===== config.mk =====
export PLATFORM = sky130hd
export DESIGN_NAME = mem_write_monitor
export DESIGN_NICKNAME = d
export VERILOG_FILES = /design/src/rtl/mem_write_monitor.sv
export SDC_FILE = /design/constraint.sdc
export NUM_CORES = 2
export LEC_CHECK = 0
export BUFFER_PORTS_ARGS = -buffer_cell sky130_fd_sc_hd__buf_2
export CORE_ASPECT_RATIO = 1.2
export CORE_UTILIZATION = 40
export DETAILED_ROUTE_END_ITERATION = 7
export MAX_ROUTING_LAYER = met4
export PLACE_DENSITY_LB_ADDON = 0.05
export REMOVE_ABC_BUFFERS = 1
export SYNTH_ARGS = -nofsm -noshare
export SYNTH_HDL_FRONTEND = slang
export SYNTH_SLANG_ARGS = --single-unit
export TNS_END_PERCENT = 10

===== constraint.sdc =====
create_clock -name clk -period 5.81 [get_ports clk]
set_input_delay 0.8715 -clock clk [delete_from_list [all_inputs] [get_ports clk]]
set_output_delay 0.8715 -clock clk [all_outputs]
set_load 0.01 [all_outputs]

===== src/rtl/mem_write_monitor.sv =====
// ---------------------------------------------------------------------------
// mem_write_monitor
//
// Purpose:
//   Observes scalar and vector store traffic and turns it into a stream of
//   trace entries. Each accepted event is latched into a one-event slot. The
//   slot is then expanded into individual entries: the scalar store first,
//   then vector lanes 0..NLANES-1. Entries are pushed one per cycle into a
//   DEPTH-entry show-ahead FIFO. Events that arrive while a slot is still
//   expanding are dropped and counted. Each pushed address can be compared
//   against a watch address that raises a sticky halt request.
//
// Ports:
//   clk             single clock, all state updates on the rising edge
//   reset           synchronous, active-low (0 = reset)
//   mem_write       scalar store strobe
//   data_adr        scalar store address
//   write_data      scalar store data
//   mem_write_vec   vector store strobe
//   data_adr_vec    per-lane store addresses (NLANES x WIDTH)
//   write_data_vec  per-lane store data      (NLANES x WIDTH)
//   watch_en        enables the address watch
//   watch_addr      address compared against every pushed entry
//   out_ready       trace consumer ready; pops the head when out_valid=1
//   out_valid       a trace entry is present at the FIFO head
//   out_adr         head entry address  (0 when out_valid=0)
//   out_data        head entry data     (0 when out_valid=0)
//   out_is_vec      head entry came from a vector lane
//   out_lane        head entry lane index (0 for scalar entries)
//   wr_count        entries pushed, saturating
//   drop_count      events dropped, saturating
//   overflow        sticky: at least one event was dropped
//   watch_hit       sticky: a pushed entry matched watch_addr
//   halt_req        sticky: halt request raised by the watch match
// ---------------------------------------------------------------------------
module mem_write_monitor #(
    parameter int WIDTH  = 32,
    parameter int NLANES = 4,
    parameter int DEPTH  = 16,
    localparam int LANE_W = (NLANES > 1) ? $clog2(NLANES) : 1
) (
    input  logic                         clk,
    input  logic                         reset,
    input  logic                         mem_write,
    input  logic [WIDTH-1:0]             data_adr,
    input  logic [WIDTH-1:0]             write_data,
    input  logic                         mem_write_vec,
    input  logic [NLANES-1:0][WIDTH-1:0] data_adr_vec,
    input  logic [NLANES-1:0][WIDTH-1:0] write_data_vec,
    input  logic                         watch_en,
    input  logic [WIDTH-1:0]             watch_addr,
    input  logic                         out_ready,
    output logic                         out_valid,
    output logic [WIDTH-1:0]             out_adr,
    output logic [WIDTH-1:0]             out_data,
    output logic                         out_is_vec,
    output logic [LANE_W-1:0]            out_lane,
    output logic [31:0]                  wr_count,
    output logic [15:0]                  drop_count,
    output logic                         overflow,
    output logic                         watch_hit,
    output logic                         halt_req
);

    localparam int                PTR_W     = $clog2(DEPTH);
    localparam int                CNT_W     = PTR_W + 1;
    localparam logic [CNT_W-1:0]  FULL      = CNT_W'(DEPTH);
    localparam logic [LANE_W-1:0] LAST_LANE = LANE_W'(NLANES - 1);

    typedef enum logic {
        IDLE,
        EXPAND
    } state_t;

    typedef struct packed {
        logic [WIDTH-1:0]  adr;
        logic [WIDTH-1:0]  data;
        logic              is_vec;
        logic [LANE_W-1:0] lane;
    } entry_t;

    // FSM
    state_t state_q;
    state_t state_d;

    // Event slot: one captured event waiting to be expanded.
    logic                         slot_scalar_q;  // scalar entry still to push
    logic                         slot_vec_q;     // vector lanes still to push
    logic [WIDTH-1:0]             slot_adr_q;
    logic [WIDTH-1:0]             slot_data_q;
    logic [NLANES-1:0][WIDTH-1:0] slot_adr_vec_q;
    logic [NLANES-1:0][WIDTH-1:0] slot_data_vec_q;
    logic [LANE_W-1:0]            lane_q;         // next vector lane to push

    // Trace FIFO
    entry_t            fifo_mem [DEPTH];
    logic [PTR_W-1:0]  wr_ptr_q;
    logic [PTR_W-1:0]  rd_ptr_q;
    logic [CNT_W-1:0]  count_q;
    entry_t            head;

    // Per-cycle control
    logic   strobe;
    logic   capture;
    logic   push;
    logic   pop;
    logic   can_push;
    logic   drop;
    logic   last_entry;
    entry_t cur_entry;

    assign strobe    = mem_write | mem_write_vec;
    assign out_valid = (count_q != '0);
    assign pop       = out_valid & out_ready;
    // A full FIFO still accepts a push when the head leaves on the same edge.
    assign can_push  = (count_q != FULL) | pop;

    // -----------------------------------------------------------------------
    // Entry selection: the scalar store goes first, then lanes in order.
    // -----------------------------------------------------------------------
    // NOTE: every variable driven here gets a default first, so no path
    // leaves it unassigned and no latch is inferred.
    always_comb begin
        cur_entry  = '0;
        last_entry = 1'b0;
        if (slot_scalar_q) begin
            cur_entry.adr    = slot_adr_q;
            cur_entry.data   = slot_data_q;
            cur_entry.is_vec = 1'b0;
            cur_entry.lane   = '0;
            last_entry       = !slot_vec_q;
        end else begin
            cur_entry.adr    = slot_adr_vec_q[lane_q];
            cur_entry.data   = slot_data_vec_q[lane_q];
            cur_entry.is_vec = 1'b1;
            cur_entry.lane   = lane_q;
            last_entry       = (lane_q == LAST_LANE);
        end
    end

    // -----------------------------------------------------------------------
    // FSM next state and per-cycle controls
    // -----------------------------------------------------------------------
    always_comb begin
        state_d = state_q;
        capture = 1'b0;
        push    = 1'b0;
        drop    = 1'b0;
        case (state_q)
            IDLE: begin
                if (strobe) begin
                    capture = 1'b1;
                    state_d = EXPAND;
                end
            end
            EXPAND: begin
                // The slot is busy, so any new event is lost, even on the
                // edge that pushes the final entry.
                drop = strobe;
                if (can_push) begin
                    push = 1'b1;
                    if (last_entry) begin
                        state_d = IDLE;
                    end
                end
            end
        endcase
    end

    // NOTE: state registers use non-blocking assignments so every flop
    // samples the pre-edge values, independent of block ordering.
    always_ff @(posedge clk) begin
        if (!reset) begin
            state_q <= IDLE;
        end else begin
            state_q <= state_d;
        end
    end

    // -----------------------------------------------------------------------
    // Event slot
    // -----------------------------------------------------------------------
    always_ff @(posedge clk) begin
        if (!reset) begin
            slot_scalar_q   <= 1'b0;
            slot_vec_q      <= 1'b0;
            slot_adr_q      <= '0;
            slot_data_q     <= '0;
            slot_adr_vec_q  <= '0;
            slot_data_vec_q <= '0;
            lane_q          <= '0;
        end else if (capture) begin
            slot_scalar_q   <= mem_write;
            slot_vec_q      <= mem_write_vec;
            slot_adr_q      <= data_adr;
            slot_data_q     <= write_data;
            slot_adr_vec_q  <= data_adr_vec;
            slot_data_vec_q <= write_data_vec;
            lane_q          <= '0;
        end else if (push) begin
            if (last_entry) begin
                slot_scalar_q <= 1'b0;
                slot_vec_q    <= 1'b0;
                lane_q        <= '0;
            end else if (slot_scalar_q) begin
                // Scalar done; lane 0 comes next.
                slot_scalar_q <= 1'b0;
            end else begin
                lane_q <= lane_q + LANE_W'(1);
            end
        end
    end

    // -----------------------------------------------------------------------
    // Trace FIFO
    // -----------------------------------------------------------------------
    // NOTE: the storage array has no reset. Only the pointers and the count
    // reset; stale contents are never visible because outputs are gated by
    // out_valid.
    always_ff @(posedge clk) begin
        if (reset && push) begin
            fifo_mem[wr_ptr_q] <= cur_entry;
        end
    end

    always_ff @(posedge clk) begin
        if (!reset) begin
            wr_ptr_q <= '0;
            rd_ptr_q <= '0;
            count_q  <= '0;
        end else begin
            // Pointers are log2(DEPTH) bits wide, so they wrap naturally.
            if (push) begin
                wr_ptr_q <= wr_ptr_q + PTR_W'(1);
            end
            if (pop) begin
                rd_ptr_q <= rd_ptr_q + PTR_W'(1);
            end
            case ({push, pop})
                2'b10:   count_q <= count_q + CNT_W'(1);
                2'b01:   count_q <= count_q - CNT_W'(1);
                default: count_q <= count_q;
            endcase
        end
    end

    assign head       = fifo_mem[rd_ptr_q];
    assign out_adr    = out_valid ? head.adr    : '0;
    assign out_data   = out_valid ? head.data   : '0;
    assign out_is_vec = out_valid ? head.is_vec : 1'b0;
    assign out_lane   = out_valid ? head.lane   : '0;

    // -----------------------------------------------------------------------
    // Statistics and sticky status
    // -----------------------------------------------------------------------
    always_ff @(posedge clk) begin
        if (!reset) begin
            wr_count   <= '0;
            drop_count <= '0;
            overflow   <= 1'b0;
            watch_hit  <= 1'b0;
            halt_req   <= 1'b0;
        end else begin
            if (push && (wr_count != '1)) begin
                wr_count <= wr_count + 32'd1;
            end
            if (drop) begin
                overflow <= 1'b1;
                if (drop_count != '1) begin
                    drop_count <= drop_count + 16'd1;
                end
            end
            if (push && watch_en && (cur_entry.adr == watch_addr)) begin
                watch_hit <= 1'b1;
                halt_req  <= 1'b1;
            end
        end
    end

endmodule


# == Yosys cells after proc, flatten, opt, wreduce, memory -nomap -nowiden ==
# Memory sizes are Yosys's and may differ from the RTL's. A register that Yosys moved wholly into a read port is not among the register bits.
# Index checks and enable logic that the tools add are counted.
# totals
ff_bits,388
ram_bits,1072
input_bits,358
n_memories,1
# memory_table
memory,depth,width,rd,rd_clocked_by_memory_dff,wr,line_no,text
fifo_mem,16,67,1,1,1,96,entry_t fifo_mem [DEPTH];
# classes
n_addsub,7
order_cmp,1
eq_ne,8
n_mux,30
n_bitwise,5
reduce_logical,13
# ops
cell,count
32-bit binary-select mux with 2-bit select,2
32-bit 2-to-1 mux,4
67-bit 2-to-1 mux,1
"32-bit by 1-bit adder with 32-bit output, second input constant",1
32-bit equality test,1
"32-bit inequality test, second input constant",1
"16-bit by 1-bit adder with 16-bit output, second input constant",1
1-bit 2-to-1 mux,16
"16-bit inequality test, second input constant",1
5-bit case mux with 2 select lines,1
"4-bit by 1-bit adder with 4-bit output, second input constant",2
4-bit 2-to-1 mux,2
2-bit 2-to-1 mux,3
2-bit AND reduction,3
2-bit nonzero test,3
"5-bit by 1-bit adder with 5-bit output, second input constant",1
"5-bit inequality test, second input constant",1
5-bit nonzero test,1
"5-bit by 1-bit subtractor with 5-bit output, second input constant",1
"2-bit equality test, second input constant",2
1-bit logical AND,4
"2-bit by 3-bit < comparator with 1-bit output, second input constant",1
"2-bit by 1-bit adder with 2-bit output, second input constant",1
"2-bit by 1-bit equality test with 1-bit output, second input constant",1
other kinds (7),9

# == Logic depth before layout (Yosys ltp) ==
# depth
depth_word,8
mapped_depth,12
mapped_depth_nobuf,11

# == Worst setup path after synthesis ==
# No wires, ideal clock.
# synth_timing
kind,input-to-reg
start,in out_ready
end,"mem fifo_mem[14][0] (netlist name), enable pin"
t_arrival_ns,4.445
required_ns,5.317
slack_ns,0.872
cell_stages,5
n_path_buf,1
path_cell_list,nand2b_1 -> o21a_1 -> clkbuf_1 -> nand3_1 -> nor2_1
# synth_via
elab_chain_cells,7
# synth_rtl
element,line_no,text
from (decl),52,"input logic out_ready,"
1-bit AND,114,assign pop = out_valid & out_ready;
1-bit bitwise OR,116,assign can_push = (count_q != FULL) | pop;
1-bit 2-to-1 mux,160,if (can_push) begin
1-bit 2-to-1 mux,149,case (state_q)
1-bit logical AND,221,if (reset && push) begin
1-bit 2-to-1 mux,221,
1-bit 2-to-1 mux (not written as such),222,fifo_mem[wr_ptr_q] <= cur_entry;
to (decl),96,
# Every way passes these cells.

==> out/summary.log <==
INFO  setup_path     path_class=reg -> out
INFO  setup_path     cp_data_required_time=4.94ns
INFO  global_routing grt_pass1_wl=235,000um
INFO  floorplanning  floorplan.io_pins=477
INFO  cts            cts_buffers=154
INFO  logic_synthesis synth-adder-area-share=0.272%
INFO  cts            cts_max_path_buffers=3
INFO  timing         worst_slew_pin_slew=1.14ns
INFO  cts            clock_insertion_delay_worst_skew=0.78ns
INFO  cts            clock-sinks=1,464
INFO  timing         final_min_period_over_clock_period=78.5%
INFO  cts            ctsRootBufferMaster=sky130_fd_sc_hd__clkbuf_16
INFO  floorplanning  std_cell_rows=152
INFO  routing        drt_first_iter_violations=2,428
INFO  timing         period_needed=4.56ns
INFO  routing        drc=0
INFO  placed_design  globalplace.congestion=0.800
INFO  cells_and_area finalNonFillerCells=6,283
INFO  cts            clk_pin_slew_worst_paths=0.06ns
INFO  pwr            combinationalPowerShare=19.2%
INFO  logic_synthesis yosys_warnings=0
INFO  cells_and_area drive_gt1_share=27.8%
INFO  run_status     run_status=completed
INFO  pwr            power-per-cell-area=393nW/um2
INFO  routing        vias_after_detailed_routing=33,400
INFO  placed_design  place_hpwl=94,500um
INFO  cts            holdBufCountCts=0
INFO  cts            cts.repair.resized=0
INFO  flow_run       max_cap_viol_count=0
INFO  cells_and_area finalCoreUtilization=47.2%
INFO  global_routing grt_pass1_vias=34,300
INFO  logic_synthesis simple_gate_fraction_of_synth_area=7.98%
INFO  placed_design  number_of_buffer_cells_added_on_primary_ports=476
INFO  global_routing globalRouteTotalUtil=23.0%
INFO  routing        route.detailed.vias_per_inst=5.32
INFO  global_routing antenna_found_initial=27
INFO  logic_synthesis synth-compound-area-share=3.61%
INFO  cts            cts_max_level=4
INFO  pwr            p_sw=7.10mW
INFO  routing        post_drt_wl_per_cell=25.7um
INFO  logic_synthesis yosys-mux-area-fraction=15.7%
INFO  timing         rsz0062_at_grt=false
INFO  logic_synthesis synth_top_cell_by_area=sky130_fd_sc_hd__edfxtp_1
INFO  logic_synthesis yosysUniqueCellTypes=60
INFO  cts            tritoncts=built
INFO  setup_path     critPathLaunchType=register
INFO  logic_synthesis synthCells=3,738
INFO  pwr            swShare=26.7%
INFO  timing         finalClockSkew=0.0264ns
INFO  logic_synthesis ys_seq_area_share=69.2%
INFO  routing        pre_antenna_drt_iters=4
INFO  timing         setup_violations=0
INFO  pwr            internal-power=19.5mW
INFO  floorplanning  die_y=419um
INFO  setup_path     arrival_time_reported_for_the_critical_path_endpoint=3.69ns
INFO  cts            post-cts-setup-buffer-count=0
INFO  logic_synthesis synth.ff_latch_count=1,464
INFO  logic_synthesis postSynth.topFlopCell=sky130_fd_sc_hd__edfxtp_1
INFO  timing         timing.final.max_slew_violations=0
INFO  logic_synthesis syn_area=57,900um2
INFO  timing         max_clock_freq=219MHz
INFO  logic_synthesis synth_edf_count=1,072
INFO  setup_path     worstPathMaxFanout=35
INFO  hold_path      hold_class=in -> reg
INFO  logic_synthesis synth_area_leaders=sky130_fd_sc_hd__edfxtp_1 56%, sky130_fd_sc_hd__mux4_2 15%, sky130_fd_sc_hd__dfxtp_1 14%
INFO  logic_synthesis synth-async-reset-ratio=0%
INFO  cells_and_area area_growth=16.9%
INFO  logic_synthesis proportion_of_netlist_area_held_by_the_largest_area_contributor=55.6%
INFO  global_routing grt_start_max_net_pins=152
INFO  logic_synthesis post_synth_most_frequent_cells=1,072 x sky130_fd_sc_hd__edfxtp_1, 850 x sky130_fd_sc_hd__nand2_1, 393 x sky130_fd_sc_hd__mux4_2, 392 x sky130_fd_sc_hd__dfxtp_1, 342 x sky130_fd_sc_hd__a21oi_1
INFO  setup_path     critPathCaptureType=output port
INFO  pwr            p_total=26.6mW
INFO  timing         totalNegativeSetupSlack=0ns
INFO  logic_synthesis xor_xnor_fraction_of_synth_area=1.44%
INFO  cells_and_area final_net_count=4,583
INFO  floorplanning  dieArea=146,000um2
INFO  placed_design  place_inst=5,982
INFO  pwr            pwr-share-seq=44.7%
INFO  floorplanning  start_util=40.4%
INFO  pwr            irDropWorstVdd=0.333mV
INFO  floorplanning  core=143,000um2
INFO  routing        routed_wirelength=161,000um
INFO  logic_synthesis largest_family_of_logic_cells_by_synthesized_area=multiplexers
INFO  global_routing grt_remaining_overflow=0
INFO  pwr            power.share.clock=36.1%
INFO  cells_and_area final_layout_fill_cell_count=12,700
INFO  timing         timing.max_slew.rel_slack=23.8%
INFO  floorplanning  floorplan_die_width=349um
INFO  logic_synthesis synth.most_common_cell=sky130_fd_sc_hd__edfxtp_1
INFO  pwr            leakage_power_of_the_design=23.1nW
INFO  logic_synthesis syn-mean-instance-area=15.5um2
INFO  timing         hold_slack=0.324ns
INFO  routing        final_antenna_net_count=0
INFO  timing         hold_violations=0
## sequential cells by signal, summed over array words and instances, names as in the netlist, named ones only
signal	count
wr_ptr_q	4
count_q	5
halt_req	1
overflow	1
slot_data_q	32
state_q	1
slot_adr_q	32
fifo_mem	1072
rd_ptr_q	4
wr_count	32
drop_count	16
slot_data_vec_q	128
slot_vec_q	1
lane_q	2
slot_adr_vec_q	128
slot_scalar_q	1
## final timing paths
| kind | startpoint | end | slack [ns] | cells past startpoint |
|---|---|---|---|---|
| max | register | out_adr[6] | 1.25 | 5 |
| min | write_data_vec[20] | slot_data_vec_q[20]$_SDFFE_PN0P_ | 0.32 | 3 |
| max reg2reg | lane_q[0]$_SDFFE_PP0P_ | halt_req$_SDFFE_PN0P_ | 2.26 | 7 |
| min reg2reg | slot_data_vec_q[106]$_SDFFE_PN0P_ | slot_data_vec_q[106]$_SDFFE_PN0P_ | 0.45 | 2 |
## kinds of logic (layout without fill, tap and decap cells)
logic type               count (synthesis)  count (layout)
AO/OA/AOI/OAI                          395             395
XOR/XNOR                                95              95
adder cells (fa/ha/maj)                 12              12
buffers and inverters                  254             853
flip-flops                            1464            1464
multiplexers                           412             412
other                                    0              21
AND/OR/NAND/NOR                       1106            1106
## stage by stage
step           setup slack [ns]  cell area, um2
6_report                   1.25           67700
5_1_grt                    1.00           67700
4_1_cts                    1.07           67600
3_5_place_dp               1.93           62800
3_3_place_gp               1.93           62800
2_1_floorplan             -7.30           56900
## critical path: stages (launching register included)
cell                      delay, ns
sky130_fd_sc_hd__dfxtp_4       0.88
sky130_fd_sc_hd__buf_4         0.53
sky130_fd_sc_hd__mux4_2        0.55
sky130_fd_sc_hd__mux4_2        0.57
sky130_fd_sc_hd__and2_1        0.19
sky130_fd_sc_hd__buf_2         0.13
## power by group through the flow
stage / Combinational, mW / Clock [mW] / Sequential [mW]
after floorplan: 3.30 / 0 / 12.3
final: 5.10 / 9.61 / 11.9
after global placement: 5.24 / 0 / 12.1
after detailed placement: 5.26 / 0 / 12.1
after global routing: 5.54 / 10.2 / 11.9
after CTS: 5.27 / 9.86 / 11.9
## layout by cell type (no fill, tap or decap), types with 6 or more instances in the layout
master                      count
sky130_fd_sc_hd__a21oi_1      342
sky130_fd_sc_hd__and2_1        71
sky130_fd_sc_hd__and3_1         8
sky130_fd_sc_hd__and4_1         7
sky130_fd_sc_hd__buf_12        22
sky130_fd_sc_hd__buf_2        476
sky130_fd_sc_hd__buf_4         58
sky130_fd_sc_hd__bufinv_16      6
sky130_fd_sc_hd__clkbuf_1      47
sky130_fd_sc_hd__clkbuf_16    161
sky130_fd_sc_hd__clkbuf_8      14
sky130_fd_sc_hd__clkinv_1      17
sky130_fd_sc_hd__clkinv_2      20
sky130_fd_sc_hd__dfxtp_1      385
sky130_fd_sc_hd__dfxtp_4        7
sky130_fd_sc_hd__diode_2       21
sky130_fd_sc_hd__edfxtp_1    1072
sky130_fd_sc_hd__ha_1          11
sky130_fd_sc_hd__inv_1         14
sky130_fd_sc_hd__inv_6          8
sky130_fd_sc_hd__mux2i_1       12
sky130_fd_sc_hd__mux4_2       393
sky130_fd_sc_hd__nand2_1      850
sky130_fd_sc_hd__nand2b_1       8
sky130_fd_sc_hd__nand3_1       22
sky130_fd_sc_hd__nand4_1       24
sky130_fd_sc_hd__nor2_1        55
sky130_fd_sc_hd__nor2_4        17
sky130_fd_sc_hd__nor3_1         9
sky130_fd_sc_hd__nor4_1         8
sky130_fd_sc_hd__o21ai_0       18
sky130_fd_sc_hd__o31ai_1        6
sky130_fd_sc_hd__or3_1          9
sky130_fd_sc_hd__or4_1          6
sky130_fd_sc_hd__xnor2_1       60
sky130_fd_sc_hd__xor2_1        35
## final cells by class
class | instances | area, um2 | area share [%]
diodes | 21 | 52.6 | 0.0776
clock buffers | 223 | 4410 | 6.51
clock inverters | 57 | 470 | 0.695
inverters | 17 | 73.8 | 0.109
multi-input cells | 2020 | 17000 | 25.0
flip-flops and latches | 1464 | 40100 | 59.2
well taps | 1925 | 2410 | 3.56
repair buffers | 556 | 3260 | 4.81
## per-layer routing
layer | vias to the layer above | routed length [um] | global-route usage, %
li1 | 15000 | - | -
met1 | 17400 | 69400 | 29.8
met2 | 850 | 80500 | 37.7
met3 | 188 | 8470 | 3.98
met4 | 0 | 3050 | 5.29
met5 | - | 0 | -
No activity file was read; power rests on OpenSTA's default activity.
